--- src/rtl/tdm_demux.sv ---
// tdm_demux: routes tagged 2-bit symbols to four per-channel packers; every
// four symbols on a channel become one byte, presented LSB-first on that
// channel's own valid/ready output.
//
// Ports:
//   clk, rst_n      system clock, asynchronous active-low reset
//   flush           synchronous clear of all partial accumulators
//   in_valid/ready  input handshake (in_ready is combinational)
//   in_sel, in_data destination channel and 2-bit symbol
//   out_valid[k]    channel k byte valid
//   out_ready[k]    channel k consumer takes its byte
//   out_data        channel k byte on bits [8k+7:8k]
module tdm_demux (
    input  logic        clk,
    input  logic        rst_n,
    input  logic        flush,
    input  logic        in_valid,
    output logic        in_ready,
    input  logic [1:0]  in_sel,
    input  logic [1:0]  in_data,
    output logic [3:0]  out_valid,
    input  logic [3:0]  out_ready,
    output logic [31:0] out_data
);

    localparam int unsigned NCH   = 4;
    localparam int unsigned SYM_W = 2;
    localparam int unsigned CNT_W = 2;
    localparam int unsigned ACC_W = 6;
    localparam int unsigned BYTE_W = 8;

    logic [CNT_W-1:0]  cnt  [NCH];
    logic [ACC_W-1:0]  acc  [NCH];
    logic [BYTE_W-1:0] obuf [NCH];
    logic [NCH-1:0]    ov;
    logic              accept;

    // Stall only when the symbol would complete a byte into a full, non-draining buffer.
    always_comb begin
        in_ready = !flush && !((cnt[in_sel] == CNT_W'(3)) && ov[in_sel] && !out_ready[in_sel]);
    end

    assign accept = in_valid && in_ready;

    // Per-channel accumulate, pack and drain.
    always_ff @(posedge clk or negedge rst_n) begin
        if (!rst_n) begin
            for (int k = 0; k < NCH; k++) begin
                cnt[k]  <= '0;
                acc[k]  <= '0;
                obuf[k] <= '0;
            end
            ov <= '0;
        end else begin
            for (int k = 0; k < NCH; k++) begin
                if (flush) begin
                    cnt[k] <= '0;
                end
                if (accept && (in_sel == CNT_W'(k))) begin
                    if (cnt[k] == CNT_W'(3)) begin
                        // Load wins over a same-cycle drain: no bubble.
                        obuf[k] <= {in_data, acc[k]};
                        ov[k]   <= 1'b1;
                        cnt[k]  <= '0;
                    end else begin
                        case (cnt[k])
                            CNT_W'(0): acc[k][1:0] <= in_data;
                            CNT_W'(1): acc[k][3:2] <= in_data;
                            default:   acc[k][5:4] <= in_data;
                        endcase
                        cnt[k] <= cnt[k] + CNT_W'(1);
                        if (ov[k] && out_ready[k]) begin
                            ov[k] <= 1'b0;
                        end
                    end
                end else if (ov[k] && out_ready[k]) begin
                    ov[k] <= 1'b0;
                end
            end
        end
    end

    assign out_valid = ov;

    // Flatten per-channel byte registers onto the output bus.
    always_comb begin
        out_data = '0;
        for (int k = 0; k < NCH; k++) begin
            out_data[BYTE_W*k +: BYTE_W] = obuf[k];
        end
    end

    // Symbol width is fixed; keep the parameter referenced for readers.
    logic unused_sym_w;
    assign unused_sym_w = (SYM_W == 2);

endmodule

--- config.mk ---
export PLATFORM = sky130hd
export DESIGN_NAME = tdm_demux
export DESIGN_NICKNAME = d
export VERILOG_FILES = /design/src/rtl/tdm_demux.sv
export SDC_FILE = /design/constraint.sdc
export NUM_CORES = 1
export LEC_CHECK = 0
export ABC_CLOCK_PERIOD_IN_PS = 1400
export CORE_MARGIN = 2
export CORE_UTILIZATION = 48
export DETAILED_ROUTE_END_ITERATION = 16
export PLACE_DENSITY_LB_ADDON = 0.25
export SLEW_MARGIN = 20
export SYNTH_ARGS = -nofsm -noshare
export SYNTH_HDL_FRONTEND = slang
export SYNTH_SLANG_ARGS = --single-unit
--- constraint.sdc ---
create_clock -name clk -period 1.4 [get_ports clk]
set_input_delay 0.35 -clock clk [delete_from_list [all_inputs] [get_ports clk]]
set_output_delay 0.35 -clock clk [all_outputs]
set_load 0.05 [all_outputs]
==> results.json, run 1 <==
{
  "synth_largest_area_cell": "dfrtp_1",
  "clock_skew_ps": 10.37,
  "place_ws_ps": -721.2,
  "p_sw_share_pct": 22.97,
  "status": "finished, violations left",
  "min_path_type": "in -> async",
  "diodes": 0,
  "grt_max_degree": 69,
  "first_iter_violations": 116,
  "num-nets-final": 360,
  "fmax_mhz": 522.9,
  "max_cap_violations": 0,
  "wire_per_inst_um": 19.32,
  "vias": 2303,
  "ir_worst_vdd_mv": 0.7807,
  "die_area_sq_um": 7012,
  "final.period_utilization_pct": 136.6,
  "synth-edff-count": 0,
  "syn-num-nets": 248,
  "firstDrtPassIters": 4,
  "fp-row-count": 29,
  "p_seq_share_pct": 48.6,
  "viasPerCell": 5.563,
  "dieWidth_um": 83.74,
  "place_congestion": 0.8248,
  "failed_checks": "negative hold slack, negative setup slack",
  "ys.flop_type": "dfrtp_1",
  "final_cell_mix": "64 x dfrtp_1, 39 x buf_12, 38 x mux2_4",
  "cpLargestDelayFamily": "simple AND/OR/NAND/NOR gates",
  "critPathArrivalTime_ps": 1560,
  "worst_pin_slew_ps": 365.7,
  "die_h_um": 83.74,
  "report.final.slew_viol_count": 0,
  "dpl-instance-area_sq_um": 4387,
  "antenna_found_initial": 0,
  "setup_viol": 46,
  "clockBufferDepth": 2,
  "p_int_w": 0.003400,
  "synth_async_sr_flop_share_pct": 100.0,
  "whs_ps": -10.94,
  "syn_area_sq_um": 3052,
  "critPathMaxFanout": 2,
  "core_sq_um": 6241,
  "p_clk_share_pct": 40.5,
  "cts_root_buf": "clkbuf_8",
  "cts_buffers": 9,
  "rsz0062_at_grt": "true",
  "critPathRequiredTime_ps": 1050,
  "port_buffers": 48,
  "drc_errors": 0,
  "path_cells": "nand4b_1, o22ai_2, nor4_4, buf_12",
  "grt_pass1_wl_um": 12430,
  "mostFrequentLayoutCell": "dfrtp_1",
  "ys_seq_area_share_pct": 55.76,
  "syn2layout_area_growth_pct": 69.33,
  "crit_buf_inv": 1,
  "final_area_sq_um": 5167,
  "synth.top_cell.area_share_pct": 55.76,
  "fill_cells": 317,
  "num_io_pins": 49,
  "netlist_top_cells_area": "dfrtp_1 56%, mux2_2 20%, ha_1 6.6%, nand4b_1 2.9%, inv_1 1.5%",
  "synth.distinct_cells": 30,
  "clock_sinks": 68,
  "layout-drive-gt1-share_pct": 63.80,
  "start_kind": "flip-flop",
  "grt_pass1_vias": 2458,
  "r2r_start": "cnt[6]",
  "comb_power_share_pct": 10.9,
  "finalWorstSetupSlack_ps": -512.6,
  "avgSynthCellArea_sq_um": 13.87,
  "track_usage_pct": 22.70,
  "initial_utilization_pct": 48.90,
  "crit_start": "cnt[0]",
  "leakage_nw": 2.416,
  "worst_skew_pair.late_latency_ps": 360,
  "globalRoute.totalOverflow": 0,
  "critPathKind": "reg -> out",
  "max_stage_delay_ps": 410,
  "max_slew_margin_pct": 75.62,
  "drt-total-wl_um": 7999,
  "crit_path_end_kind": "primary output",
  "power.density_nw_per_um2": 854.1,
  "cts_tree": "done",
  "ys_seq_elements": 68,
  "min_period_ps": 1913,
  "finalHoldViolCount": 5,
  "ant_nets": 0,
  "yosysWarnings": 0,
  "netlist_instances": 220,
  "critPathSlowestCell": "dfrtp_1",
  "power_switching_w": 0.001014,
  "htreeDepth": 3,
  "dp_hpwl_um": 4317,
  "clk_pin_slew_ps": 70
}
[layer usage]
metal | share of wire, % | global-route usage [%] | up-vias
li1 | - | - | 1023
met1 | 41 | 27.92 | 1191
met2 | 52 | 37.60 | 73
met3 | 4.8 | 4.451 | 16
met4 | 2.2 | 12.46 | 0
met5 | 0 | 0 | -
[area by class of cell]
cell class	count	area, sq um	share of cell area (%)
Clock inverter	2	60.06	1.162
Multi-Input combinational cell	134	1707	33.03
Tap cell	77	96.34	1.864
Clock buffer	14	152.6	2.954
Timing Repair Buffer	107	1388	26.85
Inverter	12	57.56	1.114
Sequential cell	68	1707	33.03
[sequential cells by signal, indices dropped and copies added (netlist names)]
register	flops
out_valid	4
out_data	32
cnt	8
acc	24
[power by group through the flow]
| stage | Combinational, W | Clock [W] | Sequential (W) |
|---|---|---|---|
| after global routing | 0.000515 | 0.00190 | 0.00216 |
| final | 0.000481 | 0.00179 | 0.00214 |
| after global placement | 0.000363 | 0 | 0.00217 |
| after CTS | 0.000436 | 0.00180 | 0.00214 |
| after floorplan | 0.000205 | 0 | 0.00216 |
| after detailed placement | 0.000377 | 0 | 0.00218 |
[cells in the mapped netlist, types with 2 or more instances]
library cell	count
mux2_2	54
buf_2	4
o21ai_0	6
a32o_1	3
ha_1	16
nor2_1	4
and4b_1	2
a211oi_1	2
nand2_1	5
a31o_2	2
dfrtp_1	68
nand3_1	7
nand3_2	3
mux2_1	3
clkbuf_1	2
nand4b_1	10
a21oi_1	5
inv_1	12
[kinds of logic (layout without fill, tap and decap cells)]
| group | after synthesis | after routing | synth area share, % |
|---|---|---|---|
| adder cells (fa/ha/maj) | 16 | 16 | 6.560 |
| buffers and inverters | 19 | 135 | 2.747 |
| AO/OA/AOI/OAI | 19 | 19 | 4.059 |
| flip-flops | 68 | 68 | 55.76 |
| multiplexers | 57 | 57 | 21.03 |
| AND/OR/NAND/NOR | 41 | 42 | 9.840 |
[worst paths after layout]
kind / to / slack, ps / cells after the start
min in group clk: out_valid[0] / 320 / 2
worst min-delay path: out_data[10] / -10 / 2
max in group asynchronous: out_valid[0] / 1090 / 2
worst min register to register: acc[20] / 500 / 1
worst max-delay path: in_ready / -510 / 4
worst max register to register: acc[19] / -180 / 7
[timing repair]
item                                    4_1_cts  5_1_grt
hold buffers                                  0        0
pin swaps                                    20       15
resized for setup                            60       45
setup buffers                                19       16
endpoints found under the setup margin       69       69
gates cloned                                  2        0
hold endpoints to repair                      0        0
[worst reg2reg max path: stages (launching register included)]
cell and delay [ps]:
dfrtp_1 400, buf_6 120, buf_6 110, buf_6 120, inv_6 60, ha_4 120, nand4b_1 170, mux2_4 350
[through the flow]
stage                     std cells  total power [W]  setup TNS (ps)  utilization, %
after floorplan                 220         0.002369           -6602               -
after global placement          372         0.002530          -40130           70.29
after detailed placement        372         0.002553          -41740           70.29
after CTS                       407         0.004374           -2620           79.19
after global routing            414         0.004574           -6886           82.80
final                           414         0.004414           -4937           82.80
Note: power is estimated with default switching activity, not from simulation.
==> run 2, diff against run 1 <==
- SKIP_CTS_REPAIR_TIMING: default -> 1
==> run 2 against run 1 <==
  * Count of clock-buffer cells in the layout stayed put
  * Sequential power about the same
  * Routed wire length decreased by 10%
  * Die area is the same
  * Hold slack improved by 8.4 ps
  * Highest routed layer unchanged
  * The flow still finishes with violations (negative hold slack, negative setup slack)
==> results.json, run 2 (synthesis results as in run 1) <==
{
  "failed_checks": "negative hold slack, negative setup slack",
  "fp-row-count": 29,
  "port_buffers": 48,
  "finalWorstSetupSlack_ps": -498.8,
  "worstSetupPathDepth": 4,
  "met3_length_um": 294,
  "whs_ps": -2.568,
  "max_slew_margin_pct": 76.07,
  "track_usage_pct": 19.35,
  "cpLargestDelayFamily": "simple AND/OR/NAND/NOR gates",
  "dieWidth_um": 83.74,
  "htreeDepth": 3,
  "critPathMaxFanout": 3,
  "firstDrtPassIters": 4,
  "max_stage_delay_ps": 420,
  "largest_reg_flops": 32,
  "first_iter_violations": 82,
  "clk_pin_slew_ps": 70,
  "globalRoute.totalOverflow": 0,
  "initial_utilization_pct": 48.90,
  "min_path_type": "in -> async",
  "status": "finished, violations left",
  "ir_worst_vdd_mv": 0.7754,
  "final_cell_mix": "62 x dfrtp_1, 45 x mux2_4, 38 x buf_12",
  "ff2ff_path_depth": 4,
  "drt-total-wl_um": 7201,
  "wl_met1_um": 3116,
  "rsz0062_at_grt": "true",
  "die_h_um": 83.74,
  "r2r-end": "acc[12]",
  "final.period_utilization_pct": 135.6,
  "fill_cells": 337,
  "critPathSlowestCell": "dfrtp_1",
  "critPathArrivalTime_ps": 1550,
  "fmax_mhz": 526.7,
  "r2r_slack_ps": -140,
  "setup_viol": 22,
  "power.density_nw_per_um2": 872.7,
  "core_sq_um": 6241,
  "crit_buf_inv": 1,
  "cts_tree": "done",
  "syn2layout_area_growth_pct": 63.76,
  "finalHoldViolCount": 1,
  "cts_root_buf": "clkbuf_8",
  "worst_skew_pair.late_latency_ps": 350,
  "clock_sinks": 68,
  "report.final.slew_viol_count": 0,
  "dp_hpwl_um": 4317,
  "r2r_start": "cnt[5]",
  "cts_buffers": 9,
  "place_congestion": 0.8248,
  "leakage_nw": 2.424,
  "path_cells": "nand4b_1, nor3_2, nor4_4, buf_12",
  "num-nets-final": 348,
  "clock_skew_ps": 13.88,
  "start_kind": "flip-flop",
  "grt_pass1_vias": 2217,
  "grt_pass1_wl_um": 10720,
  "layout-drive-gt1-share_pct": 59.69,
  "wl_met2_um": 3582,
  "vias": 2189,
  "antenna_found_initial": 0,
  "min_period_ps": 1899,
  "critPathRequiredTime_ps": 1050,
  "ant_nets": 0,
  "top_layer_used": "met4",
  "wire_per_inst_um": 17.91,
  "die_area_sq_um": 7012,
  "num_io_pins": 49,
  "critPathKind": "reg -> out",
  "drc_errors": 0,
  "grt_max_degree": 69,
  "crit_path_end_kind": "primary output",
  "viasPerCell": 5.445,
  "clockBufferDepth": 2,
  "max_cap_violations": 0,
  "worst_pin_slew_ps": 358.9,
  "diodes": 0,
  "mostFrequentLayoutCell": "dfrtp_1",
  "report.power.total_w": 0.004361,
  "place_ws_ps": -721.2
}
[run 2: changes by cell type in the layout (fill, tap and decap cells not counted), sizes merged]
cell / before / now
buf: 98 / 85
clkbuf: 16 / 14
clkdlybuf4s15: 1 / 0
dlygate4sd2: 4 / 0
dlymetal6s2s: 0 / 8
[run 2: layer usage]
| metal | track usage, % | vias up |
|---|---|---|
| li1 | - | 991 |
| met5 | 0 | - |
| met4 | 9.971 | 0 |
| met1 | 24.75 | 1123 |
| met3 | 4.550 | 19 |
| met2 | 30.76 | 56 |
[run 2: worst max-delay path by stage]
stage | endpoint | slack (ps) | start
floorplan | in_ready | -510 | out_valid[2]
global route | in_ready | -530 | cnt[3]
global placement | out_data[2] | -690 | in_sel[0]
CTS | in_ready | -650 | in_sel[1]
finish | in_ready | -500 | cnt[7]
detailed placement | out_data[17] | -720 | in_sel[1]
[run 2: cell type report]
| class | instances | area [sq um] | area share (%) |
|---|---|---|---|
| multi-input combinational | 134 | 1649 | 33.00 |
| clock buffer | 14 | 152.6 | 3.055 |
| timing repair buffer | 95 | 1277 | 25.56 |
| clock inverter | 2 | 60.06 | 1.202 |
| inverter | 12 | 52.55 | 1.052 |
| tap | 77 | 96.34 | 1.928 |
| sequential | 68 | 1709 | 34.20 |
[run 2: through the flow]
| step | hold WS, ps | cells | setup TNS, ps | utilization, % | cell area, sq um |
|---|---|---|---|---|---|
| 6_report | -2.568 | 402 | -1795 | 80.07 | 4997 |
| 5_1_grt | 39.60 | 402 | -3471 | 80.07 | 4997 |
| 4_1_cts | 17.34 | 388 | -16720 | 73.70 | 4599 |
| 3_5_place_dp | 398.2 | 372 | -41740 | 70.29 | 4387 |
| 3_3_place_gp | 393.2 | 372 | -40130 | 70.29 | 4387 |
| 2_1_floorplan | 54.41 | 220 | -6602 | - | 3232 |
[run 2: power breakdown]
part	internal, W	switching, W	total (W)
Combinational	0.000256	0.000190	0.000446
Clock	0.00106	0.000715	0.00177
Sequential	0.00207	0.0000694	0.00214
[run 2: worst reg2reg max path, cell delays in order, from the launching register on]
cell      delay [ps]
dfrtp_2          440
buf_4            140
ha_2             210
nand4b_1         290
mux2_4           350
==> run 3, diff against run 2 <==
- CORE_ASPECT_RATIO: default -> 1.1
- CTS_BUF_LIST: default -> sky130_fd_sc_hd__clkbuf_4 sky130_fd_sc_hd__clkbuf_8 sky130_fd_sc_hd__clkbuf_16
==> run 3 against run 2 <==
  * The flow finishes with violations (negative setup slack)
  * Hold slack improved by 26 ps
  * Non-clock buffer count fell by 6
  * Sequential share of layout area rose by 0.83 points
  * First-iteration DRC count fell by 13%
==> results.json, run 3 (synthesis results as in run 1) <==
{
  "critPathMaxFanout": 2,
  "diodes": 0,
  "largest_reg_flops": 32,
  "worst_skew_pair.late_latency_ps": 340,
  "r2r_start": "cnt[6]",
  "regArea_sq_um": 1709,
  "setup_viol": 33,
  "critPathArrivalTime_ps": 1460,
  "start_kind": "flip-flop",
  "syn2layout_area_growth_pct": 59.86,
  "grt_max_degree": 69,
  "drc_errors": 0,
  "max_slew_margin_pct": 66.43,
  "globalRoute.totalOverflow": 0,
  "min_path_type": "in -> async",
  "failed_checks": "negative setup slack",
  "clock_skew_ps": 7.553,
  "leakage_nw": 2.371,
  "finalWorstSetupSlack_ps": -409.5,
  "report.final.slew_viol_count": 0,
  "crit_path_end_kind": "primary output",
  "grt_pass1_vias": 2150,
  "whs_ps": 23.65,
  "worst_pin_slew_ps": 501.4,
  "track_usage_pct": 20.00,
  "min_period_ps": 1810,
  "power.density_nw_per_um2": 865.2,
  "place_congestion": 0.7791,
  "cts_buffers": 9,
  "status": "finished, violations left",
  "dpl-instance-area_sq_um": 4383,
  "final_cell_mix": "62 x dfrtp_1, 45 x mux2_4, 38 x buf_12",
  "dp_hpwl_um": 4398,
  "mostFrequentLayoutCell": "dfrtp_1",
  "port_buffers": 48,
  "htreeDepth": 3,
  "final.period_utilization_pct": 129.3,
  "viasPerCell": 5.308,
  "stdcell_count": 399,
  "grt_pass1_wl_um": 10540,
  "antenna_found_initial": 0,
  "layout-drive-gt1-share_pct": 58.62,
  "cts_tree": "done",
  "firstDrtPassIters": 4,
  "ir_worst_vdd_mv": 0.8448,
  "vias": 2118,
  "ff2ff_path_depth": 5,
  "first_iter_violations": 71,
  "die_area_sq_um": 7012,
  "clockBufferDepth": 2,
  "die_h_um": 87.63,
  "clk_pin_slew_ps": 70,
  "fp-row-count": 30,
  "num_io_pins": 49,
  "cts_root_buf": "clkbuf_8",
  "rsz0062_at_grt": "true",
  "fmax_mhz": 552.6,
  "critPathKind": "reg -> out",
  "max_cap_violations": 0,
  "critPathRequiredTime_ps": 1050,
  "r2r_slack_ps": -150,
  "r2r-end": "acc[20]",
  "num-nets-final": 342,
  "fill_cells": 326,
  "dieWidth_um": 80.03,
  "wire_per_inst_um": 16.87,
  "ant_nets": 0,
  "clock_sinks": 68,
  "drt-total-wl_um": 6732,
  "final_area_sq_um": 4878,
  "initial_utilization_pct": 49.57,
  "dp_cells": 374,
  "core_sq_um": 6156,
  "report.power.total_w": 0.004221,
  "finalHoldViolCount": 0,
  "multi_input_area_sq_um": 1597
}
[run 3: layout make-up]
cell class	count	area share [%]
flip-flops and latches	68	35.03
multi-input cells	134	32.73
repair buffers	89	24.98
clock buffers	12	3.257
well taps	80	2.052
clock inverters	4	0.9746
inverters	12	0.9746
[run 3: routing by layer]
layer / vias to the layer above / share of wire, % / GRT usage (%)
li1: 984 / - / -
met1: 1084 / 42 / 25.73
met2: 43 / 53 / 31.97
met3: 7 / 4.1 / 5.979
met4: 0 / 1.3 / 7.858
met5: - / 0 / 0
[run 3: report_power, final]
| part | internal (W) | total (W) | leakage [nW] | switching (W) |
|---|---|---|---|---|
| logic | 0.000242 | 0.000416 | 1.35 | 0.000174 |
| clock network | 0.000934 | 0.00166 | 0.106 | 0.000727 |
| registers | 0.00207 | 0.00214 | 0.918 | 0.0000704 |
| total | 0.00325 | 0.00422 | 2.37 | 0.000971 |
[run 3: worst max-delay path by stage]
stage,startpoint,end,slack [ps]
2_1_floorplan,out_valid[2],in_ready,-510
3_3_place_gp,in_sel[1],out_data[23],-680
3_5_place_dp,in_sel[1],out_data[20],-700
4_1_cts,in_sel[1],in_ready,-600
5_1_grt,out_valid[2],in_ready,-490
6_report,out_valid[2],in_ready,-410
[run 3: stage by stage]
| stage | setup WS (ps) | TNS, ps | utilization (%) |
|---|---|---|---|
| final | -409.5 | -2928 | 79.25 |
| after global routing | -489.0 | -5386 | 79.25 |
| after CTS | -604.7 | -16820 | 74.55 |
| after detailed placement | -704.8 | -41600 | 71.20 |
| after global placement | -681.0 | -40730 | 71.20 |
| after floorplan | -514.2 | -6602 | - |
[run 3: worst max-delay path: stages (launching register included)]
cell and delay (ps):
dfrtp_2 410, nand4b_1 140, nor3b_2 80, nor4_4 300, buf_12 180
